$ cat config.mk
export PLATFORM = sky130hd
export DESIGN_NAME = itof_seq_unit_flat
export DESIGN_NICKNAME = d
export VERILOG_FILES = /design/src/rtl/itof_seq_unit_if.sv /design/src/rtl/itof_seq_unit.sv /design/src/flat_wrapper.sv
export SDC_FILE = /design/constraint.sdc
export NUM_CORES = 1
export LEC_CHECK = 0
export ABC_AREA = 1
export BUFFER_PORTS_ARGS = -buffer_cell sky130_fd_sc_hd__buf_2
export CORE_ASPECT_RATIO = 0.8
export CORE_UTILIZATION = 40
export DETAILED_ROUTE_END_ITERATION = 16
export GPL_TIMING_DRIVEN = 1
export PLACE_DENSITY_LB_ADDON = 0.05
export SYNTH_ARGS = -nofsm -noshare
export SYNTH_HDL_FRONTEND = slang
export SYNTH_SLANG_ARGS = --single-unit
$ cat constraint.sdc
create_clock -name clk -period 2 [get_ports clk]
set_input_delay 0.1 -clock clk [delete_from_list [all_inputs] [get_ports clk]]
set_output_delay 0.1 -clock clk [all_outputs]
set_load 0.03 [all_outputs]
$ cat src/rtl/itof_seq_unit_if.sv
// ============================================================================
// itof_seq_unit_if
// ----------------------------------------------------------------------------
// Start/done handshake bundle for the integer-to-float converter.
//
// Signals:
//   start   - request a conversion (driven by pipeline control)
//   int_in  - 32-bit two's-complement operand
//   busy    - converter is normalising or rounding
//   done    - one-cycle pulse, result valid from this cycle
//   result  - IEEE-754 single-precision result, held until the next start
//   inexact - conversion lost precision, held with result
//   z_flag  - result is zero, held with result
//
// Modports:
//   master - pipeline control side (drives start/int_in)
//   slave  - converter side (drives status and result)
// ============================================================================
interface itof_seq_unit_if;
    logic        start;
    logic [31:0] int_in;
    logic        busy;
    logic        done;
    logic [31:0] result;
    logic        inexact;
    logic        z_flag;

    modport master (
        output start,
        output int_in,
        input  busy,
        input  done,
        input  result,
        input  inexact,
        input  z_flag
    );

    modport slave (
        input  start,
        input  int_in,
        output busy,
        output done,
        output result,
        output inexact,
        output z_flag
    );
endinterface

$ cat src/rtl/itof_seq_unit.sv
// ============================================================================
// itof_seq_unit
// ----------------------------------------------------------------------------
// Multi-cycle signed-integer to IEEE-754 single-precision converter (CVT.S.W).
// Normalisation shifts the magnitude left one bit per cycle; a single extra
// cycle rounds and registers the result and flags.
//
// Ports:
//   clk - clock, all state updates on the rising edge
//   rst - synchronous active-high reset
//   bus - itof_seq_unit_if.slave (start, int_in, busy, done, result,
//         inexact, z_flag)
//
// Configuration:
//   ITOF_RNE_EN - when defined, ROUND applies round-to-nearest-even;
//                 when undefined, ROUND truncates toward zero.
// ============================================================================
module itof_seq_unit (
    input  logic           clk,
    input  logic           rst,
    itof_seq_unit_if.slave bus
);

    typedef enum logic [1:0] {
        IDLE  = 2'd0,
        NORM  = 2'd1,
        ROUND = 2'd2,
        DONE  = 2'd3
    } state_t;

    localparam logic [7:0] EXP_START = 8'd158;

    state_t      state;
    state_t      state_next;

    logic        sign_q;
    logic [31:0] mag_q;
    logic [7:0]  exp_q;
    logic [31:0] result_q;
    logic        inexact_q;
    logic        z_flag_q;

    logic        accept;
    logic [31:0] abs_in;

    logic [22:0] mant_raw;
    logic        guard;
    logic        sticky;
    logic        round_up;
    logic [23:0] mant_sum;
    logic [22:0] mant_rnd;
    logic [7:0]  exp_rnd;
    logic [31:0] result_rnd;

    assign accept = ((state == IDLE) || (state == DONE)) && bus.start;

    // Two's-complement negate wraps -2^31 back onto 0x80000000, which is
    // exactly its magnitude as an unsigned value.
    assign abs_in = bus.int_in[31] ? (~bus.int_in + 32'd1) : bus.int_in;

    // Rounding of the normalised magnitude; a carry out of the mantissa
    // leaves mant_sum[22:0] at zero and bumps the exponent.
    always_comb begin
        mant_raw = mag_q[30:8];
        guard    = mag_q[7];
        sticky   = |mag_q[6:0];
`ifdef ITOF_RNE_EN
        round_up = guard & (sticky | mant_raw[0]);
`else
        round_up = 1'b0;
`endif
        mant_sum   = {1'b0, mant_raw} + {23'd0, round_up};
        mant_rnd   = mant_sum[22:0];
        exp_rnd    = mant_sum[23] ? (exp_q + 8'd1) : exp_q;
        result_rnd = {sign_q, exp_rnd, mant_rnd};
    end

    always_ff @(posedge clk) begin
        if (rst) begin
            state <= IDLE;
        end else begin
            state <= state_next;
        end
    end

    always_comb begin
        state_next = state;
        case (state)
            IDLE: begin
                if (accept) begin
                    state_next = (abs_in == 32'd0) ? DONE : NORM;
                end
            end
            NORM: begin
                if (mag_q[31]) begin
                    state_next = ROUND;
                end
            end
            ROUND: begin
                state_next = DONE;
            end
            DONE: begin
                if (accept) begin
                    state_next = (abs_in == 32'd0) ? DONE : NORM;
                end else begin
                    state_next = IDLE;
                end
            end
            default: begin
                state_next = IDLE;
            end
        endcase
    end

    // Result and flags are only written on entry to DONE (zero operand at
    // accept, or the ROUND cycle), so they hold across busy periods.
    always_ff @(posedge clk) begin
        if (rst) begin
            sign_q    <= 1'b0;
            mag_q     <= 32'd0;
            exp_q     <= 8'd0;
            result_q  <= 32'd0;
            inexact_q <= 1'b0;
            z_flag_q  <= 1'b1;
        end else if (accept) begin
            sign_q <= bus.int_in[31];
            mag_q  <= abs_in;
            exp_q  <= EXP_START;
            if (abs_in == 32'd0) begin
                result_q  <= 32'd0;
                inexact_q <= 1'b0;
                z_flag_q  <= 1'b1;
            end
        end else if ((state == NORM) && !mag_q[31]) begin
            mag_q <= {mag_q[30:0], 1'b0};
            exp_q <= exp_q - 8'd1;
        end else if (state == ROUND) begin
            result_q  <= result_rnd;
            inexact_q <= guard | sticky;
            z_flag_q  <= (result_rnd == 32'd0);
        end
    end

    assign bus.busy    = (state == NORM) || (state == ROUND);
    assign bus.done    = (state == DONE);
    assign bus.result  = result_q;
    assign bus.inexact = inexact_q;
    assign bus.z_flag  = z_flag_q;

endmodule

$ cat src/flat_wrapper.sv
// flat-port wrapper written by rule: the top's interface ports become plain ports
module itof_seq_unit_flat 
  (clk, rst, bus_start, bus_int_in, bus_busy, bus_done, bus_result, bus_inexact, bus_z_flag);
  itof_seq_unit_if bus_i ();
  input  logic clk;
  input  logic rst;
  input wire logic [$bits(bus_i.start)-1:0] bus_start;
  input wire logic [$bits(bus_i.int_in)-1:0] bus_int_in;
  output wire logic [$bits(bus_i.busy)-1:0] bus_busy;
  output wire logic [$bits(bus_i.done)-1:0] bus_done;
  output wire logic [$bits(bus_i.result)-1:0] bus_result;
  output wire logic [$bits(bus_i.inexact)-1:0] bus_inexact;
  output wire logic [$bits(bus_i.z_flag)-1:0] bus_z_flag;
  assign bus_i.start = bus_start;
  assign bus_i.int_in = bus_int_in;
  assign bus_busy = bus_i.busy;
  assign bus_done = bus_i.done;
  assign bus_result = bus_i.result;
  assign bus_inexact = bus_i.inexact;
  assign bus_z_flag = bus_i.z_flag;
  itof_seq_unit u_core (.clk(clk), .rst(rst), .bus(bus_i));
endmodule
==> results of run 1 <==
how the worst max path moves through the flow:
stage                            end  slack, ns  cells after the start
2_1_floorplan       u_core.mag_q[27]       0.03                      9
3_3_place_gp   u_core.bus.result[31]      -0.24                     17
3_5_place_dp   u_core.bus.result[31]      -0.31                     17
4_1_cts        u_core.bus.result[31]       0.03                     17
5_1_grt        u_core.bus.result[31]      -0.05                     15
6_report            u_core.mag_q[27]       0.07                      9
cell usage after synthesis:
master	instances	area share (%)
nand2_1	226	18
nor2_1	92	7.5
inv_1	81	6.6
nand3_1	80	8.7
dfxtp_1	77	34
a21oi_1	38	4.1
o21ai_0	27	2.9
clkbuf_1	24	2.0
a31oi_1	21	2.9
nand3_2	9	2.0
nor2_2	8	1.1
nor3_1	8	0.87
a221oi_1	7	1.3
nand4_1	7	0.95
nor4_1	7	0.95
ha_1	6	1.6
buf_2	5	0.54
nand2_2	5	0.68
nand3b_1	4	0.65
a211oi_1	3	0.49
buf_6	2	0.49
buf_4	1	0.16
clkinv_1	1	0.082
nand4_4	1	0.46
nor2_4	1	0.24
o21bai_1	1	0.16
o311ai_0	1	0.19
or2_2	1	0.14
xnor2_1	1	0.19
power breakdown:
part	total [mW]	internal [mW]	switching [mW]	leakage [nW]
sequential	2.10	1.84	0.258	0.627
clock	1.73	1.11	0.613	0.158
combinational	2.83	1.07	1.76	2.19
through the flow:
step	setup TNS [ns]	power, mW	instance area, sq um
2_1_floorplan	0	3.738	4618
3_3_place_gp	-6.917	4.723	5857
3_5_place_dp	-8.852	4.764	5857
4_1_cts	0	6.510	6178
5_1_grt	-0.4649	7.100	6445
6_report	0	6.656	6445
state kept, by name (all words and copies together), names as in the netlist:
name,flops
u_core.bus.result,32
u_core.bus.z_flag,1
u_core.sign_q,1
u_core.bus.inexact,1
u_core.mag_q,32
u_core.state,2
u_core.exp_q,8
placed cells by master (no fill, tap or decap), types with 2 or more instances in the layout:
cell and count:
a211oi_1 3, a21oi_1 38, a221oi_1 6, a31oi_1 21, buf_12 3, buf_2 70
buf_4 108, buf_6 5, bufinv_16 2, clkbuf_16 10, clkinv_2 4, dfxtp_1 77
ha_1 3, ha_4 2, inv_1 77, inv_2 3, nand2_1 208, nand2_2 19
nand2_4 4, nand3_1 78, nand3_2 11, nand3b_1 4, nand4_1 7, nor2_1 73
nor2_2 20, nor2_4 8, nor3_1 8, nor4_1 7, o21ai_0 25, o21ai_1 2
final cells by class:
| type | count | share of cell area (%) |
|---|---|---|
| Tap cell | 144 | 2.796 |
| Sequential cell | 77 | 23.92 |
| Timing Repair Buffer | 187 | 20.21 |
| Inverter | 82 | 4.853 |
| Clock buffer | 10 | 3.708 |
| Multi-Input combinational cell | 554 | 43.35 |
| Clock inverter | 5 | 1.165 |
logic make-up after synthesis:
logic type / synth area share (%)
XOR/XNOR: 0.1906
AND/OR/NAND/NOR: 42.68
buffers and inverters: 9.853
flip-flops: 33.53
adder cells (fa/ha/maj): 1.633
AO/OA/AOI/OAI: 12.11
metal layers:
layer	vias up	global-route usage [%]
li1	2750	-
met1	2499	36.41
met2	118	40.42
met3	15	4.322
met4	0	5.793
met5	-	0
worst max-delay path, stage by stage, from the launching register on:
cell and delay [ns]:
dfxtp_1 0.32, inv_1 0.11, ha_2 0.21, inv_1 0.07, nor2_4 0.13, clkinv_2 0.11
nand2_2 0.17, clkinvlp_4 0.23, a221oi_1 0.39, nor2_1 0.07
what timing repair did:
action,in CTS,in global routing
cloned,0,1
resized for setup,3,61
pin swaps,0,17
setup endpoints to repair,30,50
setup buffers,0,7
==> run summary, run 1 <==
outcome: finished clean
Yosys Warn Count: 0
first-pass GRT wire length: 24280 um
initial antenna violation count: 0
met3 routed WL: 655 um
M1 wire length: 7316 um
Max Fanout on Critical Path: 8
Final ANT Viol Nets: 0
Max-Cap Viols: 0
worst hold-check path type: in2reg
largest net degree at the start of global routing: 34
number of global-route vias before repair: 5101
layout cells sized above 1: 30.05%
final non-filler cell total: 1059
gr ovfl total: 0
cts-stage hold buffer count: 0
VDD IR max: 0.8965 mV
Worst setup startpoint: u_core.state[1]
reg2reg path depth: 9
final worst slack: 0.06802 ns
RSZ-0062 raised after global routing: yes
critical path class: reg2reg
worst slack at placement: -0.3139 ns
Multi-input gate area: 0.002794 sq mm
CP Launch Type: flip-flop
clock transition at the registers of the reported paths: 0.06 ns
Synth cell types: 29
Initial DRC Count: 362
clk_lat worst skew: 0.33 ns
R2R setup slack: 0.07 ns
Syn Nets: 786
final hold violations: 0
fin crit period: 1.932 ns
HP Start: bus_int_in[0]
Final Max Tran Viols: 0
RR Endpoint: u_core.mag_q[27]
I/O Buffers: 70
via/cell ratio: 5.082
CTS max path bufs: 2
Hold WS: 0.03191 ns
synthesized flop and latch total: 77
dpl hpwl: 11320 um
Layout area overhead: 40.20%
root buf cell: clkbuf_16
period utilisation layout: 96.60%
fill cell count: 1138
Critical Path RT: 2.20 ns
Initial Util: 41.72%
post-placement cell count: 1036
wire per inst: 14.07 um
CP endpoint kind: flip-flop
crit path DAT: 2.13 ns
Total GRT Usage: 25.69%
Die Span Y: 97.89 um
Mean Syn Cell Area: 6.170 sq um
worst slew pin tran: 0.6270 ns
Mapped Area: 0.004597 sq mm
Max Clk Rate: 517.6 MHz
LEAKAGE: 2.976 nW
Post-Syn Instances: 745
Final Setup Violations: 0
sequential area share after synthesis: 33.53%
Remaining DRCs: 0
die area: 0.01193 sq mm
Hold Crit Depth: 3
fin util: 58.49%
Top Layer Used: met4
TritonRoute pass-1 iters: 5
clk sinks: 77
end of the worst hold path: u_core.mag_q[0]
# nets final: 952
core area: 0.01102 sq mm
clk_skew: 0.006945 ns
Antenna diodes: 0
metal2 WL: 6772 um
vias: 5382
io pins: 71
sequential standard cell area: 0.001541 sq mm
worst r2r src: u_core.state[1]
Die X: 121.9 um
CTS tree: built
Rows: 34
H-Tree Level Count: 3
routability cong.: 0.9234
TritonCTS buffer count: 9
Routed WL: 14900 um
power per cell area: 1033 mW/mm^2
Max-slew headroom: 58.20%
Note: power is estimated with default switching activity, not from simulation.
==> inputs of run 2 (changes only) <==
- CORE_UTILIZATION: 40 -> 52
==> run summary, run 2 (synthesis results as in run 1) <==
Crit path buffers/inverters: 6 (was 4)
Final ANT Viol Nets: 0 (unchanged)
worst hold-check path type: in2reg (unchanged)
Die Span Y: 86.10 um (was 97.89 um)
worst slack at placement: -0.2254 ns (was -0.3139 ns)
Design Area, Final: 0.006078 sq mm (was 0.006445 sq mm)
Max stage delay on crit path: 0.32 ns (was 0.39 ns)
Hold WS: 0.02525 ns (was 0.03191 ns)
gr ovfl total: 0 (unchanged)
layout cells sized above 1: 25.22% (was 30.05%)
Remaining DRCs: 0 (unchanged)
Total GRT Usage: 31.58% (was 25.69%)
wire per inst: 14.08 um (was 14.07 um)
clock transition at the registers of the reported paths: 0.07 ns (was 0.06 ns)
Max-Cap Viols: 0 (unchanged)
dpl hpwl: 10710 um (was 11320 um)
Rows: 30 (was 34)
crit path cell chain: inv_1 > ha_2 > inv_1 > nor2_4 > clkinv_2 > nand2_2 > buf_4 > clkinvlp_4 > buf_2 > a221oi_2 > nor2_1 (was inv_1 > ha_2 > inv_1 > nor2_4 > clkinv_2 > nand2_2 > clkinvlp_4 > a221oi_1 > nor2_1)
commonest cells after routing, fill and taps aside: nand2_1, buf_4, nor2_1 (was nand2_1, buf_4, nand3_1)
initial antenna violation count: 0 (unchanged)
clk_skew: 0.01156 ns (was 0.006945 ns)
via/cell ratio: 5.399 (was 5.082)
H-Tree Level Count: 3 (unchanged)
Max Clk Rate: 523.5 MHz (was 517.6 MHz)
vias: 5464 (was 5382)
TritonRoute pass-1 iters: 6 (was 5)
power per cell area: 1041 mW/mm^2 (was 1033 mW/mm^2)
reg2reg path depth: 11 (was 9)
most common cell after layout, fill and taps aside: nand2_1 (unchanged)
clock network fraction of total power: 21.0% (was 25.9%)
CP max-delay cell: dfxtp_1 (was a221oi_1)
first-pass GRT wire length: 22860 um (was 24280 um)
fin util: 71.34% (was 58.49%)
clk_lat worst skew: 0.36 ns (was 0.33 ns)
number of global-route vias before repair: 4874 (was 5101)
Worst setup startpoint: u_core.state[1] (unchanged)
setup TNS: 0 ns (unchanged)
CP Launch Type: flip-flop (unchanged)
CP endpoint kind: flip-flop (unchanged)
final non-filler cell total: 1012 (was 1059)
routability cong.: 0.9991 (was 0.9234)
NetSw: 2.623 mW (was 2.635 mW)
largest net degree at the start of global routing: 53 (was 34)
total power: 6.330 mW (was 6.656 mW)
Final Max Tran Viols: 0 (unchanged)
RR Endpoint: u_core.mag_q[29] (was u_core.mag_q[27])
Layout area overhead: 32.23% (was 40.20%)
worst r2r src: u_core.state[1] (unchanged)
Levels on crit path: 11 (was 9)
core area: 0.008521 sq mm (was 0.01102 sq mm)
I/O Buffers: 70 (unchanged)
Initial Util: 53.95% (was 41.72%)
Antenna diodes: 0 (unchanged)
LEAKAGE: 2.842 nW (was 2.976 nW)
Max-slew headroom: 63.09% (was 58.20%)
crit path DAT: 2.14 ns (was 2.13 ns)
Worst Setup EP: u_core.mag_q[29] (was u_core.mag_q[27])
VDD IR max: 1.828 mV (was 0.8965 mV)
final hold violations: 0 (unchanged)
Max Fanout on Critical Path: 5 (was 8)
sequential share of power: 33.2% (was 31.6%)
Routed WL: 14250 um (was 14900 um)
final worst slack: 0.08980 ns (was 0.06802 ns)
post-placement cell count: 993 (was 1036)
most frequent CP cell: inv_1 (unchanged)
die area: 0.009223 sq mm (was 0.01193 sq mm)
critical path class: reg2reg (unchanged)
dpl cell area: 0.005759 sq mm (was 0.005857 sq mm)
TritonCTS buffer count: 9 (unchanged)
Critical Path RT: 2.23 ns (was 2.20 ns)
Comb pwr share: 45.9% (was 42.5%)
kind of cell adding the most delay to the critical path: buffers and inverters (unchanged)
# nets final: 936 (was 952)
Die X: 107.1 um (was 121.9 um)
outcome: finished clean (unchanged)
fin crit period: 1.910 ns (was 1.932 ns)
io pins: 71 (unchanged)
CTS tree: built (unchanged)
root buf cell: clkbuf_8 (was clkbuf_16)
Internal Power: 3.708 mW (was 4.021 mW)
Initial DRC Count: 413 (was 362)
CTS max path bufs: 2 (unchanged)
switch share: 41.43% (was 39.58%)
period utilisation layout: 95.51% (was 96.60%)
R2R setup slack: 0.09 ns (was 0.07 ns)
Final Setup Violations: 0 (unchanged)
clk sinks: 77 (unchanged)
worst slew pin tran: 0.5537 ns (was 0.6270 ns)
## run 2: worst reg2reg max path: stages, from the launching register on
cell	delay, ns
dfxtp_1	0.32
inv_1	0.11
ha_2	0.21
inv_1	0.07
nor2_4	0.11
clkinv_2	0.10
nand2_2	0.11
buf_4	0.15
clkinvlp_4	0.10
buf_2	0.17
a221oi_2	0.27
nor2_1	0.06
## run 2: timing repair
item                       in CTS  in global routing
setup endpoints to repair       0                 50
hold endpoints to repair        0                  0
setup buffers                   0                  3
hold buffers                    0                  0
gates resized for setup         0                 18
## run 2: worst min-delay path by stage
| stage | startpoint | to | cells past startpoint | slack [ns] |
|---|---|---|---|---|
| 6_report | bus_int_in[0] | u_core.mag_q[0] | 3 | 0.03 |
| 5_1_grt | bus_int_in[0] | u_core.mag_q[0] | 3 | 0.05 |
| 4_1_cts | bus_int_in[0] | u_core.mag_q[0] | 3 | 0.02 |
| 3_5_place_dp | bus_int_in[0] | u_core.mag_q[0] | 3 | 0.39 |
| 3_3_place_gp | bus_int_in[0] | u_core.mag_q[0] | 3 | 0.37 |
| 2_1_floorplan | bus_int_in[0] | u_core.mag_q[0] | 2 | 0.25 |
## run 2: area by class of cell
cell class / instances / area, sq um
multi-input combinational: 554 / 2678
clock buffer: 12 / 155.1
sequential: 77 / 1541
fill: 737 / 2442
clock inverter: 4 / 70.07
inverter: 82 / 312.8
tap: 112 / 140.1
timing repair buffer: 171 / 1181
## run 2: per-layer routing
metal	GRT usage (%)	vias up	wire length (um)
met5	0	-	0
met4	7.098	0	170
met3	7.371	22	1153
met2	51.20	205	6495
met1	42.69	2522	6434
li1	-	2715	-
## run 2: power by group through the flow
stage | clock, mW | combinational (mW) | sequential [mW]
floorplan | 0 | 1.61 | 2.13
global placement | 0 | 2.59 | 2.10
detailed placement | 0 | 2.66 | 2.11
CTS | 1.33 | 2.67 | 2.07
global route | 1.40 | 3.17 | 2.13
finish | 1.33 | 2.90 | 2.10
